<file path="config.mk">
export PLATFORM = sky130hd
export DESIGN_NAME = spi_master_shifter
export DESIGN_NICKNAME = d
export VERILOG_FILES = /design/src/rtl/spi_master_shifter.sv
export SDC_FILE = /design/constraint.sdc
export NUM_CORES = 1
export LEC_CHECK = 0
export CAP_MARGIN = 25
export CORE_ASPECT_RATIO = 1.5
export CORE_MARGIN = 5
export CORE_UTILIZATION = 48
export DETAILED_ROUTE_END_ITERATION = 6
export HOLD_SLACK_MARGIN = 0.08
export PLACE_DENSITY_LB_ADDON = 0.3
export SLEW_MARGIN = 20
export SYNTH_ARGS = -nofsm -noshare
export SYNTH_HDL_FRONTEND = slang
export SYNTH_SLANG_ARGS = --single-unit
export TNS_END_PERCENT = 20
</file>
<file path="constraint.sdc">
create_clock -name m_clk -period 1.6 [get_ports m_clk]
set_input_delay 0.48 -clock m_clk [delete_from_list [all_inputs] [get_ports m_clk]]
set_output_delay 0.48 -clock m_clk [all_outputs]
set_load 0.005 [all_outputs]
</file>
<file path="src/rtl/spi_master_shifter.sv">
// SPI mode-0 master shift engine. Detects edges of the divider's spi_clk by
// sampling it on m_clk, shifts tx words out on mosi and assembles miso into rx_data.
module spi_master_shifter #(
    parameter int DATA_W    = 8,
    parameter int LSB_FIRST = 0,
    parameter int CS_GAP    = 4
) (
    input  logic              m_clk,
    input  logic              nrst,
    input  logic              spi_clk,
    input  logic [DATA_W-1:0] tx_data,
    input  logic              tx_valid,
    output logic              tx_ready,
    output logic [DATA_W-1:0] rx_data,
    output logic              rx_valid,
    output logic              busy,
    output logic              spi_cs,
    output logic              mosi,
    input  logic              miso
);
    localparam int CNT_W = $clog2(DATA_W + 1);
    localparam int GAP_W = $clog2(CS_GAP + 1);
    localparam bit LSB   = (LSB_FIRST != 0);

    typedef enum logic [1:0] {IDLE, XFER, GAP} state_t;

    state_t             state_reg, state_next;
    logic               spi_clk_q;
    logic [DATA_W-1:0]  tx_shift_reg, tx_shift_next;
    logic [DATA_W-1:0]  rx_shift_reg, rx_shift_next;
    logic [DATA_W-1:0]  rx_data_reg, rx_data_next;
    logic [CNT_W-1:0]   bit_cnt_reg, bit_cnt_next;
    logic [GAP_W-1:0]   gap_cnt_reg, gap_cnt_next;
    logic               spi_cs_reg, spi_cs_next;
    logic               mosi_reg, mosi_next;
    logic               tx_ready_reg, tx_ready_next;
    logic               rx_valid_reg, rx_valid_next;
    logic               busy_reg, busy_next;
    logic               rise, fall;

    assign rise = spi_clk & ~spi_clk_q;
    assign fall = ~spi_clk & spi_clk_q;

    always_ff @(posedge m_clk or negedge nrst) begin
        if (!nrst) begin
            state_reg    <= IDLE;
            spi_clk_q    <= 1'b0;
            tx_shift_reg <= '0;
            rx_shift_reg <= '0;
            rx_data_reg  <= '0;
            bit_cnt_reg  <= '0;
            gap_cnt_reg  <= '0;
            spi_cs_reg   <= 1'b1;
            mosi_reg     <= 1'b0;
            tx_ready_reg <= 1'b1;
            rx_valid_reg <= 1'b0;
            busy_reg     <= 1'b0;
        end else begin
            state_reg    <= state_next;
            spi_clk_q    <= spi_clk;
            tx_shift_reg <= tx_shift_next;
            rx_shift_reg <= rx_shift_next;
            rx_data_reg  <= rx_data_next;
            bit_cnt_reg  <= bit_cnt_next;
            gap_cnt_reg  <= gap_cnt_next;
            spi_cs_reg   <= spi_cs_next;
            mosi_reg     <= mosi_next;
            tx_ready_reg <= tx_ready_next;
            rx_valid_reg <= rx_valid_next;
            busy_reg     <= busy_next;
        end
    end

    always_comb begin
        state_next    = state_reg;
        tx_shift_next = tx_shift_reg;
        rx_shift_next = rx_shift_reg;
        rx_data_next  = rx_data_reg;
        bit_cnt_next  = bit_cnt_reg;
        gap_cnt_next  = gap_cnt_reg;
        spi_cs_next   = spi_cs_reg;
        mosi_next     = mosi_reg;
        tx_ready_next = tx_ready_reg;
        rx_valid_next = 1'b0;
        busy_next     = busy_reg;

        case (state_reg)
            IDLE: begin
                if (tx_valid && tx_ready_reg) begin
                    tx_shift_next = tx_data;
                    mosi_next     = LSB ? tx_data[0] : tx_data[DATA_W-1];
                    spi_cs_next   = 1'b0;
                    bit_cnt_next  = '0;
                    tx_ready_next = 1'b0;
                    busy_next     = 1'b1;
                    state_next    = XFER;
                end
            end
            XFER: begin
                if (rise) begin
                    rx_shift_next = LSB ? {miso, rx_shift_reg[DATA_W-1:1]}
                                        : {rx_shift_reg[DATA_W-2:0], miso};
                    bit_cnt_next  = bit_cnt_reg + CNT_W'(1);
                end else if (fall && bit_cnt_reg == CNT_W'(DATA_W)) begin
                    spi_cs_next   = 1'b1;
                    rx_data_next  = rx_shift_reg;
                    rx_valid_next = 1'b1;
                    mosi_next     = 1'b0;
                    gap_cnt_next  = '0;
                    state_next    = GAP;
                end else if (fall && bit_cnt_reg != '0) begin
                    // A fall before any rise means spi_clk was high at entry; skip it.
                    tx_shift_next = LSB ? (tx_shift_reg >> 1) : (tx_shift_reg << 1);
                    mosi_next     = LSB ? tx_shift_reg[1] : tx_shift_reg[DATA_W-2];
                end
            end
            GAP: begin
                gap_cnt_next = gap_cnt_reg + GAP_W'(1);
                if (gap_cnt_reg == GAP_W'(CS_GAP - 1)) begin
                    gap_cnt_next  = '0;
                    tx_ready_next = 1'b1;
                    busy_next     = 1'b0;
                    state_next    = IDLE;
                end
            end
            default: state_next = IDLE;
        endcase
    end

    assign tx_ready = tx_ready_reg;
    assign rx_data  = rx_data_reg;
    assign rx_valid = rx_valid_reg;
    assign busy     = busy_reg;
    assign spi_cs   = spi_cs_reg;
    assign mosi     = mosi_reg;

endmodule
</file>
==> key figures <==
Setup path
  – CP Capture Type: register
  – CP max FO: 8
  – Critical R2R Launch: bit_cnt_reg[1]
  – CP Data Required Time: 1.78 ns
  – Buf/Inv on CP: 2
  – Delay of the slowest critical-path stage: 0.40 ns
  – Kind of critical path: register to register
  – Reg2Reg Depth: 6
  – Crit. Startpoint: bit_cnt_reg[1]
  – Crit-path cells: inv_2 -> ha_4 -> nand3b_4 -> or3_4 -> buf_6 -> mux2_4
  – Levels on crit path: 6
  – Critical path's slowest cell: dfrtp_1
  – Crit-path leading delay family: simple AND/OR/NAND/NOR gates
  – Worst EP arrival: 1.82 ns
  – Startpoint Class: register

Floorplan
  – Initial Utilization: 0.491
  – Top Ports: 26
  – Die X: 59.6 um
  – FP Rows: 27
  – Core box area: 0.00361 mm^2
  – Die area: 0.00504 mm^2
  – Die H: 84.5 um

STA
  – Final min period: 1.64 ns
  – Slew margin rel.: 0.789
  – Final setup margin: -0.0419 ns
  – Final Skew: 0.0110 ns
  – Final setup fails: 8
  – Final worst-path cycle share: 1.03
  – Final count of pins violating max slew: 0
  – Hold Vio Cnt, Final: 0
  – WHS: approximately 0.49 ns
  – F_max: 609 MHz
  – Worst Max-Slew Pin Slew: 0.313 ns
  – RSZ-0062 raised after global routing: yes

GRT
  – First-pass GRT wire length: 6700 um
  – Initial antenna violation count: 0
  – All-layer global routing usage: 0.175
  – GR Overflow Total: 0
  – Largest net degree at the start of global routing: 39
  – Number of global-route vias before repair: about 1,400

Synthesis
  – Multiplexer share of the synthesized area: 0.155
  – Compound-cell area share of the yosys netlist: 0.0860
  – Synth Warn #: 0
  – Post-Synth XOR/XNOR Area: 0
  – Post-synthesis simple-gate area fraction: 0.168
  – Post-synthesis sequential area ratio: 0.537
  – Synth unique cells: 36
  – Syn Inst Count: 145
  – Largest family of logic cells by synthesized area: simple AND/OR/NAND/NOR gates
  – Post-synthesis adder-cell area fraction: 0.0212
  – Flops & latches, synth: 38
  – Mapped Nets: 161
  – Syn Area/Cell: around 12 um^2
  – Post-Synthesis Cell Area: about 0.0018 mm^2

Power and ir drop
  – Leak: around 1.2 nW
  – Pwr/cell area: 1400 mW/mm^2
  – Worst IR Drop VDD: 902 uV
  – Design Power: 3.35 mW

Clock network
  – Sink Count: 38
  – Cts-stage hold buffer count: 0
  – Max Root-Sink Buffers: 2
  – Worst skew pair latency: 0.29 ns
  – CTS clk-pin slew, worst paths: 0.07 ns
  – H-tree depth: 2
  – CTS tree: done
  – Total CTS buffers: 5
  – Root Buffer: clkbuf_8

Finish
  – Most common cell after layout, fill and taps aside: dfrtp_1
  – Share of cells above drive strength 1: 0.332
  – Layout area overhead: 34.4%
  – Nets: 211
  – Most frequent cells in the layout: 36 x dfrtp_1, 29 x nand2_1, 19 x buf_4, 14 x mux2_4, 14 x dlygate4sd2_1
  – ANT cells: 0
  – Fillcell total: 283

Hold path
  – Hold path startpoint: rx_shift_reg[4]
  – Worst hold path depth: 2
  – Hold crit path type: register to register

Placement
  – Port bufs: 25
  – Final RePlAce weighted congestion: ~0.77
  – Post-DP HPWL: 2880 um

Run status
  – Status: complete, but fails checks
  – Failing checks: setup timing

Routing
  – DRC Markers: 0
  – Vias per cell: ~5.2
  – Via count: 1,246
  – DRT antenna net count: 0
  – Wire per inst: 16.4 um
  – First-pass iteration count of the detailed router: 4
  – Routed WL: 3930 um
  – Initial DRC Count: 24

Flow run
  – Maximum Capacitance Violations: 0
[repair_timing]
| item | in CTS | in global routing |
|---|---|---|
| setup buffers | 1 | 1 |
| gates cloned | 0 | 0 |
| gates resized for setup | 27 | 1 |
| hold endpoints to repair | 0 | 0 |
| endpoints found under the setup margin | 33 | 17 |
| pin swaps | 2 | 1 |
[layer usage]
| metal | vias up | share of wire | GRT usage |
|---|---|---|---|
| met5 | - | 0 | 0 |
| met4 | 0 | 0.016 | 0.0585 |
| met3 | 5 | 0.039 | 0.0385 |
| met2 | 22 | 0.54 | 0.310 |
| met1 | 617 | 0.40 | 0.200 |
| li1 | 602 | - | - |
[path summary, 6_finish.rpt]
check	end	slack (ns)
setup / recovery	rx_data[6]	-0.04
hold / removal	rx_shift_reg[5]	0.49
setup reg to reg	rx_data[6]	-0.04
hold reg to reg	rx_shift_reg[5]	0.49
max in group asynchronous	tx_ready	0.79
min in group asynchronous	tx_shift_reg[3]	0.56
[worst register-to-register path, cell delays in order (launching register included)]
cell      delay, ns
dfrtp_1        0.40
inv_2          0.09
ha_4           0.15
nand3b_4       0.08
or3_4          0.34
buf_6          0.16
mux2_4         0.30
[kinds of logic after synthesis]
logic type      after synthesis
compound gates               20
fa+ha+maj                     3
buf+inv                      12
flops                        38
mux                          22
simple gates                 50
[stage by stage]
| stage | cells | TNS, ns | utilization | instance area, um^2 | setup WS [ns] |
|---|---|---|---|---|---|
| 3_5_place_dp | 229 | -12.02 | 0.622 | 2250 | -0.531 |
| 6_report | 239 | -0.261 | 0.660 | 2380 | -0.0419 |
| 2_1_floorplan | 145 | 0 | - | 1780 | 0.0000967 |
| 4_1_cts | 238 | -0.207 | 0.658 | 2380 | -0.0346 |
| 3_3_place_gp | 229 | -10.02 | 0.622 | 2250 | -0.472 |
| 5_1_grt | 239 | -0.606 | 0.660 | 2380 | -0.0737 |
[synthesized netlist by cell type, drive strengths merged]
| cell | number | area (um^2) |
|---|---|---|
| a211oi | 2 | 15.0 |
| a21oi | 2 | 10.0 |
| a22o | 1 | 8.76 |
| a31oi | 1 | 6.26 |
| and4bb | 2 | 25.0 |
| buf | 5 | 31.3 |
| clkbuf | 1 | 3.75 |
| dfrtp | 36 | 901 |
| dfstp | 2 | 52.6 |
| ha | 3 | 37.5 |
| inv | 6 | 22.5 |
| mux2 | 20 | 255 |
| mux2i | 2 | 20.0 |
| nand2 | 29 | 109 |
| nand2b | 4 | 40.0 |
| nand3 | 4 | 20.0 |
| nand3b | 1 | 20.0 |
| nand4bb | 2 | 38.8 |
| nor2 | 2 | 7.51 |
| nor2b | 3 | 18.8 |
| o211ai | 1 | 7.51 |
| o21a | 1 | 7.51 |
| o21ai | 5 | 25.0 |
| o21bai | 1 | 7.51 |
| o311a | 1 | 10.0 |
| o311ai | 3 | 26.3 |
| o31ai | 2 | 28.8 |
| or3 | 3 | 18.8 |
[power breakdown]
| part | internal, mW | total, mW | leakage (nW) | switching (mW) |
|---|---|---|---|---|
| sequential | 1.23 | 1.41 | 0.491 | 0.181 |
| combinational | 0.737 | 1.26 | 0.671 | 0.525 |
| clock | 0.347 | 0.674 | 0.0482 | 0.327 |
[final cells by class]
type | instances | area [um^2] | area share
Timing Repair Buffer | 49 | 458 | 0.192
Clock buffer | 7 | 86.3 | 0.0362
Multi-Input combinational cell | 95 | 806 | 0.338
Tap cell | 43 | 53.8 | 0.0226
Sequential cell | 38 | 953 | 0.400
Inverter | 6 | 22.5 | 0.00944
Clock inverter | 1 | 5.00 | 0.00210
No activity file was read; power rests on OpenSTA's default activity.
